--- config.mk ---
export PLATFORM = sky130hd
export DESIGN_NAME = bus_generator_arbiter_flat
export DESIGN_NICKNAME = d
export VERILOG_FILES = /design/src/rtl/bus_generator_arbiter_pkg.sv /design/src/rtl/bus_generator_arbiter_if.sv /design/src/rtl/bus_generator_arbiter_rr_arbiter.sv /design/src/rtl/bus_generator_arbiter.sv /design/src/flat_wrapper.sv
export SDC_FILE = /design/constraint.sdc
export NUM_CORES = 1
export LEC_CHECK = 0
export CORE_MARGIN = 2
export CORE_UTILIZATION = 43
export CTS_BUF_LIST = sky130_fd_sc_hd__clkbuf_4 sky130_fd_sc_hd__clkbuf_8
export DETAILED_ROUTE_END_ITERATION = 7
export GPL_TIMING_DRIVEN = 0
export PLACE_DENSITY = 0.83
export SKIP_CTS_REPAIR_TIMING = 1
export SLEW_MARGIN = 10
export SYNTH_ARGS = -nofsm -noshare
export SYNTH_HDL_FRONTEND = slang
export SYNTH_SLANG_ARGS = --single-unit
--- constraint.sdc ---
create_clock -name clk -period 3.28 [get_ports clk]
set_input_delay 0.656 -clock clk [delete_from_list [all_inputs] [get_ports clk]]
set_output_delay 0.656 -clock clk [all_outputs]
set_load 0.01 [all_outputs]
--- src/rtl/bus_generator_arbiter_pkg.sv ---
`default_nettype none
// ============================================================================
// Module      : bus_pkg
// Description : Shared types and helpers for the bus generator/arbiter.
//               Packet destination ID width, broadcast ID, FSM state type,
//               and id_of() which extracts the destination byte from a packet.
// Revision    : 1.0 - initial release
// ============================================================================
package bus_pkg;

    localparam int              ID_W         = 8;
    localparam logic [ID_W-1:0] BROADCAST_ID = 8'hFF;

    // Widest packet id_of() accepts; callers zero-extend into this width.
    localparam int              PKT_MAX_W    = 256;

    typedef enum logic [1:0] {
        IDLE = 2'd0,
        POP  = 2'd1,
        PUSH = 2'd2
    } state_t;

    // Destination ID is the top byte of the packet; msb is packet width - 1.
    function automatic logic [ID_W-1:0] id_of(input logic [PKT_MAX_W-1:0] pkt,
                                               input logic [7:0]           msb);
        return ID_W'(pkt >> (msb - 8'd7));
    endfunction

endpackage
`default_nettype wire

--- src/rtl/bus_generator_arbiter_if.sv ---
`default_nettype none
// ============================================================================
// Module      : bus_generator_arbiter_if
// Description : Bundle of per-driver FIFO signals shared by the arbiter.
//               pndng  - driver FIFO non-empty
//               D_pop  - driver FIFO head packet
//               pop    - consume head packet of driver i
//               push   - write D_push into receive FIFO of driver i
//               D_push - bus data, identical on every lane
//               master : arbiter side, slave : FIFO side.
// Revision    : 1.0 - initial release
// ============================================================================
interface bus_generator_arbiter_if #(
    parameter int BITS    = 1,
    parameter int DRVRS   = 4,
    parameter int PCKG_SZ = 16
);
    logic [BITS-1:0][DRVRS-1:0]              pndng;
    logic [BITS-1:0][DRVRS-1:0][PCKG_SZ-1:0] D_pop;
    logic [BITS-1:0][DRVRS-1:0]              pop;
    logic [BITS-1:0][DRVRS-1:0]              push;
    logic [BITS-1:0][DRVRS-1:0][PCKG_SZ-1:0] D_push;

    modport master (
        input  pndng, D_pop,
        output pop, push, D_push
    );

    modport slave (
        output pndng, D_pop,
        input  pop, push, D_push
    );
endinterface
`default_nettype wire

--- src/rtl/bus_generator_arbiter_rr_arbiter.sv ---
`default_nettype none
// ============================================================================
// Module      : rr_arbiter
// Description : Combinational round-robin arbiter. Grants the lowest-index
//               requester at or after ptr, wrapping modulo DRVRS.
//               req   - request vector
//               ptr   - index with highest priority this round
//               grant - one-hot grant
//               valid - any request present
// Revision    : 1.0 - initial release
// ============================================================================
module rr_arbiter #(
    parameter int DRVRS = 4,
    localparam int PTR_W = $clog2(DRVRS)
) (
    input  logic [DRVRS-1:0] req,
    input  logic [PTR_W-1:0] ptr,
    output logic [DRVRS-1:0] grant,
    output logic             valid
);

    // One extra bit so ptr + k never overflows before the modulo fold.
    logic [PTR_W:0] idx;

    always_comb begin
        grant = '0;
        valid = 1'b0;
        idx   = '0;
        for (int k = 0; k < DRVRS; k++) begin
            idx = {1'b0, ptr} + (PTR_W+1)'(k);
            if (idx >= (PTR_W+1)'(DRVRS)) begin
                idx = idx - (PTR_W+1)'(DRVRS);
            end
            if (!valid && req[idx[PTR_W-1:0]]) begin
                grant[idx[PTR_W-1:0]] = 1'b1;
                valid                 = 1'b1;
            end
        end
    end

endmodule
`default_nettype wire

--- src/rtl/bus_generator_arbiter.sv ---
`default_nettype none
// ============================================================================
// Module      : bus_generator_arbiter
// Description : Shared-bus generator with round-robin arbitration. Pops the
//               head packet of one pending driver, then pushes it to the
//               driver named by its destination ID, or to every driver but
//               the source for the broadcast ID. One packet per 3 cycles.
//               clk   - rising-edge clock
//               reset - asynchronous active-low reset
//               bus   - per-driver FIFO signals (master modport)
// Revision    : 1.0 - initial release
// ============================================================================
module bus_generator_arbiter
    import bus_pkg::*;
#(
    parameter int              BITS      = 1,
    parameter int              DRVRS     = 4,
    parameter int              PCKG_SZ   = 16,
    parameter logic [ID_W-1:0] BROADCAST = BROADCAST_ID
) (
    input  logic                    clk,
    input  logic                    reset,
    bus_generator_arbiter_if.master bus
);

    localparam int              PTR_W  = $clog2(DRVRS);
    localparam logic [7:0]      ID_MSB = 8'(PCKG_SZ - 1);

    state_t               state_q, state_d;
    logic [PTR_W-1:0]     ptr_q,   ptr_d;
    logic [PTR_W-1:0]     src_q,   src_d;
    logic [PCKG_SZ-1:0]   bus_q,   bus_d;
    logic [DRVRS-1:0]     pop_q,   pop_d;
    logic [DRVRS-1:0]     push_q,  push_d;
    logic [PCKG_SZ-1:0]   dpush_q, dpush_d;

    logic [DRVRS-1:0]     w_grant;
    logic                 w_valid;
    logic [PTR_W-1:0]     w_grant_idx;
    logic [PCKG_SZ-1:0]   w_grant_data;
    logic [PTR_W-1:0]     w_next_ptr;
    logic [ID_W-1:0]      w_id;
    logic [DRVRS-1:0]     w_push_dec;

    rr_arbiter #(
        .DRVRS (DRVRS)
    ) u_rr_arbiter (
        .req   (bus.pndng[0]),
        .ptr   (ptr_q),
        .grant (w_grant),
        .valid (w_valid)
    );

    // Grant is one-hot, so OR-reduction yields the index and the packet.
    always_comb begin
        w_grant_idx  = '0;
        w_grant_data = '0;
        for (int i = 0; i < DRVRS; i++) begin
            if (w_grant[i]) begin
                w_grant_idx  = w_grant_idx  | PTR_W'(i);
                w_grant_data = w_grant_data | bus.D_pop[0][i];
            end
        end
    end

    assign w_next_ptr = (w_grant_idx == PTR_W'(DRVRS - 1)) ? '0 : w_grant_idx + 1'b1;

    // Destination decode; IDs at or above DRVRS match no lane and are dropped.
    assign w_id = id_of(PKT_MAX_W'(bus_q), ID_MSB);

    always_comb begin
        w_push_dec = '0;
        for (int j = 0; j < DRVRS; j++) begin
            if (w_id == BROADCAST) begin
                w_push_dec[j] = (src_q != PTR_W'(j));
            end else begin
                w_push_dec[j] = (w_id == ID_W'(j));
            end
        end
    end

    always_comb begin
        state_d = state_q;
        ptr_d   = ptr_q;
        src_d   = src_q;
        bus_d   = bus_q;
        pop_d   = '0;
        push_d  = '0;
        dpush_d = dpush_q;
        case (state_q)
            IDLE: begin
                if (w_valid) begin
                    pop_d   = w_grant;
                    bus_d   = w_grant_data;
                    src_d   = w_grant_idx;
                    ptr_d   = w_next_ptr;
                    state_d = POP;
                end
            end
            POP: begin
                dpush_d = bus_q;
                push_d  = w_push_dec;
                state_d = PUSH;
            end
            PUSH: begin
                // Turnaround: source FIFO updates pndng before next arbitration.
                state_d = IDLE;
            end
            default: begin
                state_d = IDLE;
            end
        endcase
    end

    always_ff @(posedge clk or negedge reset) begin
        if (!reset) begin
            state_q <= IDLE;
            ptr_q   <= '0;
            src_q   <= '0;
            bus_q   <= '0;
            pop_q   <= '0;
            push_q  <= '0;
            dpush_q <= '0;
        end else begin
            state_q <= state_d;
            ptr_q   <= ptr_d;
            src_q   <= src_d;
            bus_q   <= bus_d;
            pop_q   <= pop_d;
            push_q  <= push_d;
            dpush_q <= dpush_d;
        end
    end

    generate
        for (genvar b = 0; b < BITS; b++) begin : g_lane
            assign bus.pop[b]  = pop_q;
            assign bus.push[b] = push_q;
            for (genvar i = 0; i < DRVRS; i++) begin : g_drv
                assign bus.D_push[b][i] = dpush_q;
            end
        end
    endgenerate

endmodule
`default_nettype wire

--- src/flat_wrapper.sv ---
// flat-port wrapper written by rule: the top's interface ports become plain ports
module bus_generator_arbiter_flat import bus_pkg::*;
#(
    parameter int              BITS      = 1,
    parameter int              DRVRS     = 4,
    parameter int              PCKG_SZ   = 16,
    parameter logic [ID_W-1:0] BROADCAST = BROADCAST_ID
)
  (clk, reset, bus_pndng, bus_D_pop, bus_pop, bus_push, bus_D_push);
  bus_generator_arbiter_if #(.BITS(BITS), .DRVRS(DRVRS), .PCKG_SZ(PCKG_SZ)) bus_i ();
  input  logic clk;
  input  logic reset;
  input wire logic [$bits(bus_i.pndng)-1:0] bus_pndng;
  input wire logic [$bits(bus_i.D_pop)-1:0] bus_D_pop;
  output wire logic [$bits(bus_i.pop)-1:0] bus_pop;
  output wire logic [$bits(bus_i.push)-1:0] bus_push;
  output wire logic [$bits(bus_i.D_push)-1:0] bus_D_push;
  assign bus_i.pndng = bus_pndng;
  assign bus_i.D_pop = bus_D_pop;
  assign bus_pop = bus_i.pop;
  assign bus_push = bus_i.push;
  assign bus_D_push = bus_i.D_push;
  bus_generator_arbiter #(.BITS(BITS), .DRVRS(DRVRS), .PCKG_SZ(PCKG_SZ), .BROADCAST(BROADCAST)) u_core (.clk(clk), .reset(reset), .bus(bus_i));
endmodule
==> results of run 1 <==
## critical path, delay by kind of cell, from the launching register on
family          cells  cell delay [ns]
fa+ha+maj           1             0.34
buf+inv             3             0.60
mux                 1             0.57
compound gates      4             1.09
flops               1             0.42
## final cells by class
class / count / share of cell area
repair buffers: 142 / 0.2998
flip-flops and latches: 46 / 0.2420
clock inverters: 3 / 0.009206
well taps: 96 / 0.02525
clock buffers: 5 / 0.01447
multi-input cells: 230 / 0.3083
inverters: 7 / 0.005523
plain buffers: 66 / 0.09548
## cells by family after synthesis
logic type / after synthesis
flops: 46
xor+xnor: 1
mux: 5
buf+inv: 73
simple gates: 127
fa+ha+maj: 6
compound gates: 90
## stage by stage
step,util,std cells
6_report,0.7002,595
5_1_grt,0.7002,595
2_1_floorplan,-,348
4_1_cts,0.6895,594
3_5_place_dp,0.6729,586
3_3_place_gp,0.6707,585
## synth_stat cells (3+ instances only)
master and number:
nand2_1 66, ha_1 6, a22oi_1 16, a221oi_1 16
nand2b_1 17, o21ai_0 20, buf_4 48, dfrtp_1 46
nand4_1 4, a31oi_1 19, a21oi_1 6, mux4_2 3
a32oi_1 3, clkbuf_1 13, inv_1 5, nand3b_1 4
nor2_1 21
## flip-flops by register name (all words and copies together) (netlist names)
| signal | cells |
|---|---|
| u_core.bus_q | 16 |
| u_core.dpush_q | 16 |
| u_core.bus.pop | 4 |
| u_core.bus.push | 4 |
| u_core.ptr_q | 2 |
| u_core.src_q | 2 |
| u_core.state_q | 2 |
## routing by layer
metal | track usage | routed length [um] | vias to the layer above
li1 | - | - | 1503
met1 | 0.2845 | 3689 | 1453
met2 | 0.4015 | 4534 | 137
met3 | 0.02733 | 584 | 10
met4 | 0.06573 | 95 | 0
met5 | 0 | 0 | -
## path summary, 6_finish.rpt
kind	start	to
worst max-delay path	u_core.ptr_q[0]	u_core.bus_q[6]
worst min register to register	u_core.bus_q[2]	u_core.dpush_q[2]
min in group clk	u_core.bus_q[2]	u_core.dpush_q[2]
worst max register to register	u_core.ptr_q[0]	u_core.bus_q[6]
max in group asynchronous	reset	u_core.bus.pop[2]
worst min-delay path	reset	u_core.bus.push[1]
## power groups by stage
stage | logic [mW] | clock network, mW | registers (mW)
2_1_floorplan | 1.84 | 0 | 1.10
3_3_place_gp | 3.10 | 0 | 1.09
3_5_place_dp | 3.19 | 0 | 1.10
4_1_cts | 3.20 | 0.431 | 1.09
5_1_grt | 3.59 | 0.451 | 1.14
6_report | 3.30 | 0.432 | 1.09
==> results.md, run 1 <==
- Run status: finished clean
- Pins Over Slew Limit: 0
- Filler cell count: 554
- Root Driver: clkbuf_8
- Synth Flop Type: dfrtp_1
- Syn Area/Cell: 8.694 um^2
- Final hold vios: 0
- Post-Synth XOR/XNOR Area: 0.002895
- Number of flops mapped to enable cells by yosys: 0
- Worst-path cell chain: clkbuf_4 > inv_1 > ha_4 > mux4_2 > a21oi_1 > a21oi_4 > buf_2 > a221oi_1 > a31oi_1
- Slew @ Worst Pin: 0.4938 ns
- Vias in the first global route: 2944
- Via density: 5.215
- Port bufs: 141
- Post-synthesis cell count: 348
- Row count: 30
- DRT Wirelength: 8903 um
- I/O Pins: 142
- Number of max-cap violations: 0
- Worst path slowest cell: mux4_2
- Synth Area in Adders: 0.02481
- CTS Buffer Depth: 2
- Pint: 2.853 mW
- Final period util: 0.9691
- Warnings, synthesis: 0
- CP startpoint kind: flip-flop
- WHS: 0.2201 ns
- GRT Util Overall: 0.2245
- Clock power share: 0.090
- Post-synth cell types: 44
- Crit Path Class: flip-flop to flip-flop
- Layout Skew: 0.007025 ns
- Largest net degree at the start of global routing: 36
- ANT nets after route: 0
- Sw Ratio: 0.4085
- First-pass GRT wire length: 13700 um
- Mean routed wirelength per cell: 14.96 um
- Largest family of logic cells by synthesized area: compound AO/OA/AOI/OAI gates
- Total Nets Final: 574
- Multiplexer share of the synthesized area: 0.02936
- Leakage: 1.986 nW
- Synth Area in Compound Gates: 0.2109
- DR pass1 iterations: 4
- Synth Register Bits: 46
- Psw: 1.970 mW
- Worst EP arrival: 3.34 ns
- Yosys top cell by area: dfrtp_1
- Crit-path max FO: 10
- Setup ws final: 0.1014 ns
- FF-to-FF setup slack: 0.10 ns
- Synthesized area: 0.003025 mm^2
- Seq/Total Area, Yosys: 0.3805
- Critical Path Sink Type: flip-flop
- Initial antenna violation count: 0
- Post-DP Area: 0.004572 mm^2
- Commonest cells after routing, fill and taps aside: clkdlybuf4s50_1 (140), nand2_1 (66), buf_4 (48), dfrtp_1 (46), nor2_1 (21)
- Die width: 87.88 um
- Max_slew headroom: 0.6708
- Starting Density: 0.4453
- Worst Path Required: 3.44 ns
- Hold crit path type: input port to async pin
- Worst path max stage delay: 0.57 ns
- Vias post-DR: 3103
- H-tree levels: 2
- Synth-to-Final Area Change: 57.24%
- Sink Count: 46
- Die area: 0.007723 mm^2
- First DRT Iteration DRCs: 159
- Setup tns final: 0 ns
- Residual DRC: 0
- CORE AREA: 0.006794 mm^2
- Fraction of registers with async set/reset: 1.000
- CTS tree: yes
- Synth Area in Simple Gates: 0.1944
- Die Y: 87.88 um
- Mapped Nets: 424
- CTS clk-pin slew, worst paths: 0.09 ns
- Overflow after GRT: 0
- Overall Power: 4.824 mW
- Post-route minimum period: 3.179 ns
- Top cell type's share of synthesized area: 0.3805
- Commonest non-fill, non-tap cell in the layout: clkdlybuf4s50_1
- # setup viols final: 0
- Design Area, Final: 0.004757 mm^2
- Top cells by area, synth: dfrtp_1 (38%), buf_4 (12%), nand2_1 (8.2%)
- Register share of total power: 0.227
- Clock Latency Late Sink: 0.30 ns
- Register area: 0.001151 mm^2
- Total power divided by cell area: 1014 mW/mm^2
- Maximum vdd drop: 0.0005181 V
- GPL Wtd Cong: 0.8367
- Num CTS Buffers: 5
- Diode count: 0
- DPL Wire Length: 6860 um
- Reg2Reg Depth: 9
- Layout cells sized above 1: 0.1503
- Max frequency: 314.6 MHz
- Multi-input gate area: 0.001466 mm^2
- Post-Place Setup Slack: -0.04784 ns
- Logic pwr share: 0.684
No activity file was read; power rests on OpenSTA's default activity.
==> run 2, diff against run 1 <==
CORE_ASPECT_RATIO = 1.2   (was default)
TNS_END_PERCENT = 30   (was default)
==> results.md, run 2 (synthesis gave the netlist of run 1 again) <==
- DRT Wirelength: 8589 um (-3.5%)
- Clock Latency Late Sink: 0.30 ns (about the same)
- Pins Over Slew Limit: 0 (unchanged)
- First DRT Iteration DRCs: 203 (+28%)
- Die area: 0.007725 mm^2 (about the same)
- Post-Place Setup Slack: -0.1087 ns (-0.06084 ns)
- I/O Pins: 142 (unchanged)
- Largest net degree at the start of global routing: 25 (-31%)
- Starting Density: 0.4441 (-0.001227)
- Residual DRC: 0 (unchanged)
- Worst EP arrival: 3.31 ns (-0.03 ns)
- Layout Skew: 0.01102 ns (+0.003997 ns)
- Root Driver: clkbuf_8
- CTS clk-pin slew, worst paths: 0.09 ns (about the same)
- Setup ws final: 0.1371 ns (+0.03576 ns)
- Max frequency: 318.2 MHz (+1.1%)
- Slew @ Worst Pin: 0.5990 ns (+0.1052 ns)
- Via density: 5.245 (+0.57%)
- First-pass GRT wire length: 13360 um (-2.5%)
- Die Y: 95.89 um (+9.1%)
- Run status: finished clean
- Vias post-DR: 3084 (-0.61%)
- Num CTS Buffers: 5 (unchanged)
- Initial antenna violation count: 0 (unchanged)
- Overflow after GRT: 0 (unchanged)
- DR pass1 iterations: 5 (+1)
- Critical Path Sink Type: flip-flop
- Worst Path Required: 3.44 ns (about the same)
- Layout cells sized above 1: 0.1537 (+0.003392)
- CORE AREA: 0.006813 mm^2 (+0.28%)
- Final hold vios: 0 (unchanged)
- Total power divided by cell area: 1004 mW/mm^2 (-1.0%)
- CTS Buffer Depth: 2 (unchanged)
- Leakage: 1.972 nW (-0.67%)
- CP startpoint kind: flip-flop
- DPL Wire Length: 6805 um (-0.79%)
- Commonest non-fill, non-tap cell in the layout: clkdlybuf4s50_1
- Hold crit path type: input port to async pin
- Die width: 80.57 um (-8.3%)
- # setup viols final: 0 (unchanged)
- Total Nets Final: 576 (+0.35%)
- Vias in the first global route: 2809 (-4.6%)
- Commonest cells after routing, fill and taps aside: clkdlybuf4s50_1 (140), nand2_1 (66), buf_4 (52), dfrtp_1 (46), nor2_1 (21)
- Diode count: 0 (unchanged)
- Maximum vdd drop: 0.0004565 V (-12%)
- H-tree levels: 2 (unchanged)
- GRT Util Overall: 0.2208 (-0.003748)
- Crit Path Class: flip-flop to flip-flop
- Setup tns final: 0 ns (unchanged)
- Mean routed wirelength per cell: 14.61 um (-2.4%)
- ANT nets after route: 0 (unchanged)
- Overall Power: 4.733 mW (-1.9%)
- GPL Wtd Cong: 0.8287 (-0.96%)
- Post-route minimum period: 3.143 ns (-0.03576 ns)
- Crit-path max FO: 10 (unchanged)
- Max_slew headroom: 0.6007 (-0.07011)
- Sink Count: 46 (unchanged)
- Synth-to-Final Area Change: 55.87%
- Final period util: 0.9582 (-0.01090)
- CTS tree: yes
- Row count: 33 (+10%)
- Port bufs: 141 (unchanged)
- Largest registers: u_core.bus_q x16, u_core.dpush_q x16
- RSZ-0062 raised after global routing: no
- Number of max-cap violations: 0 (unchanged)
-- run 2: worst max-delay path, stage by stage, from the launching register on --
cell and delay (ns):
dfrtp_1 0.57, inv_1 0.22, ha_4 0.35, mux4_2 0.59, buf_4 0.18, a21oi_1 0.17
a21oi_2 0.15, clkbuf_2 0.23, a221oi_1 0.42, a31oi_1 0.13
-- run 2: path summary, 6_finish.rpt --
path	to	depth (start not counted)	startpoint	slack [ns]
worst max-delay path	u_core.bus_q[6]	9	u_core.ptr_q[1]	0.14
worst min-delay path	u_core.bus_q[2]	1	reset	0.35
max in group asynchronous	u_core.bus.push[0]	2	reset	2.41
min in group clk	u_core.dpush_q[0]	2	u_core.bus_q[0]	0.48
worst max register to register	u_core.bus_q[6]	9	u_core.ptr_q[1]	0.14
worst min register to register	u_core.dpush_q[0]	2	u_core.bus_q[0]	0.48
-- run 2: area by class of cell --
class                      instances  area, um^2
fill                             557        2097
clock inverter                     3       23.77
tap                               87       108.9
timing repair buffer             145        1456
buffer                            66       454.2
multi-input combinational        229        1426
clock buffer                       5       68.82
inverter                           7       26.28
sequential                        46        1151
-- run 2: power breakdown --
part / total, mW / leakage (nW) / internal (mW) / switching [mW]
Combinational: 3.28 / 1.38 / 1.79 / 1.49
Clock: 0.350 / 0.0408 / 0.152 / 0.198
Sequential: 1.10 / 0.552 / 0.838 / 0.263
Total: 4.73 / 1.97 / 2.78 / 1.95
-- run 2: through the flow --
step,hold slack [ns],utilization,area [um^2],cells
floorplan,0.3604,-,3025,348
global placement,0.4534,0.6672,4546,576
detailed placement,0.4603,0.6705,4568,577
CTS,0.3539,0.6841,4661,585
global route,0.3763,0.6922,4716,588
finish,0.3503,0.6922,4716,588
-- run 2: layer usage --
layer / share of wire / vias up / wire (um) / GRT usage
li1: - / 1497 / - / -
met1: 0.39 / 1444 / 3334 / 0.2765
met2: 0.53 / 131 / 4567 / 0.3986
met3: 0.063 / 12 / 542 / 0.02158
met4: 0.017 / 0 / 144 / 0.07203
met5: 0 / - / 0 / 0
==> run 3, diff against run 2 <==
HOLD_SLACK_MARGIN = 0.05   (was default)
clock period = 3.3 ns   (was 3.28 ns; I/O delays follow)
==> results.md, run 3 (synthesis gave the netlist of run 1 again) <==
- Die width: 80.57 um (unchanged)
- CTS tree: yes
- Final hold vios: 0 (unchanged)
- Row count: 33 (unchanged)
- CTS Buffer Depth: 2 (unchanged)
- Crit Path Class: flip-flop to flip-flop
- Number of max-cap violations: 0 (unchanged)
- Worst path slowest cell: mux4_2
- Slew @ Worst Pin: 0.6016 ns (+0.002596 ns)
- Leakage: 1.970 nW (-0.10%)
- DPL Wire Length: 6805 um (unchanged)
- Setup tns final: 0 ns (unchanged)
- Critical Path Sink Type: flip-flop
- Post-Place Setup Slack: -0.08867 ns (+0.02000 ns)
- Run status: finished clean
- Maximum vdd drop: 0.0004536 V (-0.63%)
- Worst Path Required: 3.46 ns (+0.02 ns)
- Synth-to-Final Area Change: 55.54%
- First DRT Iteration DRCs: 165 (-19%)
- Largest registers: u_core.bus_q x16, u_core.dpush_q x16
- CP startpoint kind: flip-flop
- Overflow after GRT: 0 (unchanged)
- Layout Skew: 0.01347 ns (+0.002447 ns)
- Layout cells sized above 1: 0.1537 (unchanged)
- CTS clk-pin slew, worst paths: 0.10 ns (about the same)
- GRT Util Overall: 0.2208 (unchanged)
- Max_slew headroom: 0.5989 (-0.001731)
- DR pass1 iterations: 5 (unchanged)
- Worst EP arrival: 3.33 ns (+0.02 ns)
- Setup ws final: 0.1351 ns (-0.002021 ns)
- Largest net degree at the start of global routing: 25 (unchanged)
- DRT Wirelength: 8576 um (-0.15%)
- Die Y: 95.89 um (unchanged)
- Post-route minimum period: 3.165 ns (+0.02202 ns)
- Filler cell count: 561 (+0.72%)
- Mean routed wirelength per cell: 14.59 um (-0.15%)
- Multi-input gate area: 0.001416 mm^2 (-0.70%)
- Num CTS Buffers: 5 (unchanged)
- Vias post-DR: 3099 (+0.49%)
- Vias in the first global route: 2809 (unchanged)
- Root Driver: clkbuf_8
- Sink Count: 46 (unchanged)
- Via density: 5.270 (+0.49%)
- Final period util: 0.9591 (about the same)
- Initial antenna violation count: 0 (unchanged)
- GPL Wtd Cong: 0.8287 (unchanged)
- Diode count: 0 (unchanged)
- Pins Over Slew Limit: 0 (unchanged)
- CORE AREA: 0.006813 mm^2 (unchanged)
- H-tree levels: 2 (unchanged)
- Port bufs: 141 (unchanged)
- Register area: 0.001151 mm^2 (unchanged)
- Crit-path max FO: 10 (unchanged)
- Commonest non-fill, non-tap cell in the layout: clkdlybuf4s50_1
- I/O Pins: 142 (unchanged)
- ANT nets after route: 0 (unchanged)
- Worst-path cell chain: inv_1 > ha_2 > mux4_2 > buf_4 > a21oi_1 > a21oi_2 > clkbuf_2 > a221oi_1 > a31oi_1
- Residual DRC: 0 (unchanged)
- Max frequency: 316.0 MHz (-0.70%)
- Die area: 0.007725 mm^2 (unchanged)
- Clock Latency Late Sink: 0.31 ns (about the same)
- Starting Density: 0.4441 (unchanged)
- Commonest cells after routing, fill and taps aside: clkdlybuf4s50_1 (140), nand2_1 (66), buf_4 (52), dfrtp_1 (46), nor2_1 (21)
- First-pass GRT wire length: 13360 um (unchanged)
- Hold crit path type: input port to async pin
- Worst path max stage delay: 0.60 ns (about the same)
- Total power divided by cell area: 995.9 mW/mm^2 (-0.77%)
- Total Nets Final: 576 (unchanged)
- # setup viols final: 0 (unchanged)
-- run 3: changes by cell type in the layout (fill, tap and decap cells not counted) --
cell and delta:
ha_2 +1, ha_4 -1
-- run 3: routing by layer --
metal / wire (um) / GRT usage
met5: 0 / 0
met4: 138 / 0.07203
met3: 604 / 0.02158
met2: 4527 / 0.3986
met1: 3306 / 0.2765
-- run 3: path summary, 6_finish.rpt --
check	cells after the start	startpoint	slack (ns)	to
worst max register to register	9	u_core.ptr_q[1]	0.14	u_core.bus_q[6]
worst min register to register	2	u_core.bus_q[0]	0.48	u_core.dpush_q[0]
max in group asynchronous	2	reset	2.43	u_core.bus.push[0]
worst max-delay path	9	u_core.ptr_q[1]	0.14	u_core.bus_q[6]
worst min-delay path	1	reset	0.35	u_core.state_q[0]
min in group clk	2	u_core.bus_q[0]	0.48	u_core.dpush_q[0]
-- run 3: report_power, final --
group / switching, mW / internal, mW
registers: 0.262 / 0.833
clock network: 0.198 / 0.151
logic: 1.47 / 1.77
total: 1.93 / 2.75
-- run 3: critical path, delay by kind of cell, from the launching register on --
family / cells / cell delay, ns
flops: 1 / 0.56
compound gates: 4 / 0.85
fa+ha+maj: 1 / 0.42
mux: 1 / 0.60
buf+inv: 3 / 0.58
-- run 3: through the flow --
| stage | instances | hold WS (ns) | power (mW) | area (um^2) | utilization |
|---|---|---|---|---|---|
| finish | 588 | 0.3527 | 4.686 | 4706 | 0.6907 |
| global route | 588 | 0.3799 | 5.043 | 4706 | 0.6907 |
| CTS | 585 | 0.3579 | 4.638 | 4661 | 0.6841 |
| detailed placement | 577 | 0.4603 | 4.282 | 4568 | 0.6705 |
| global placement | 576 | 0.4534 | 4.190 | 4546 | 0.6672 |
| floorplan | 348 | 0.3644 | 2.929 | 3025 | - |
-- run 3: cell type report --
| cell class | count | share of cell area |
|---|---|---|
| clock inverter | 3 | 0.005052 |
| buffer | 66 | 0.09652 |
| tap | 87 | 0.02313 |
| sequential | 46 | 0.2446 |
| multi-input combinational | 229 | 0.3010 |
| clock buffer | 5 | 0.01462 |
| inverter | 7 | 0.005584 |
| timing repair buffer | 145 | 0.3095 |
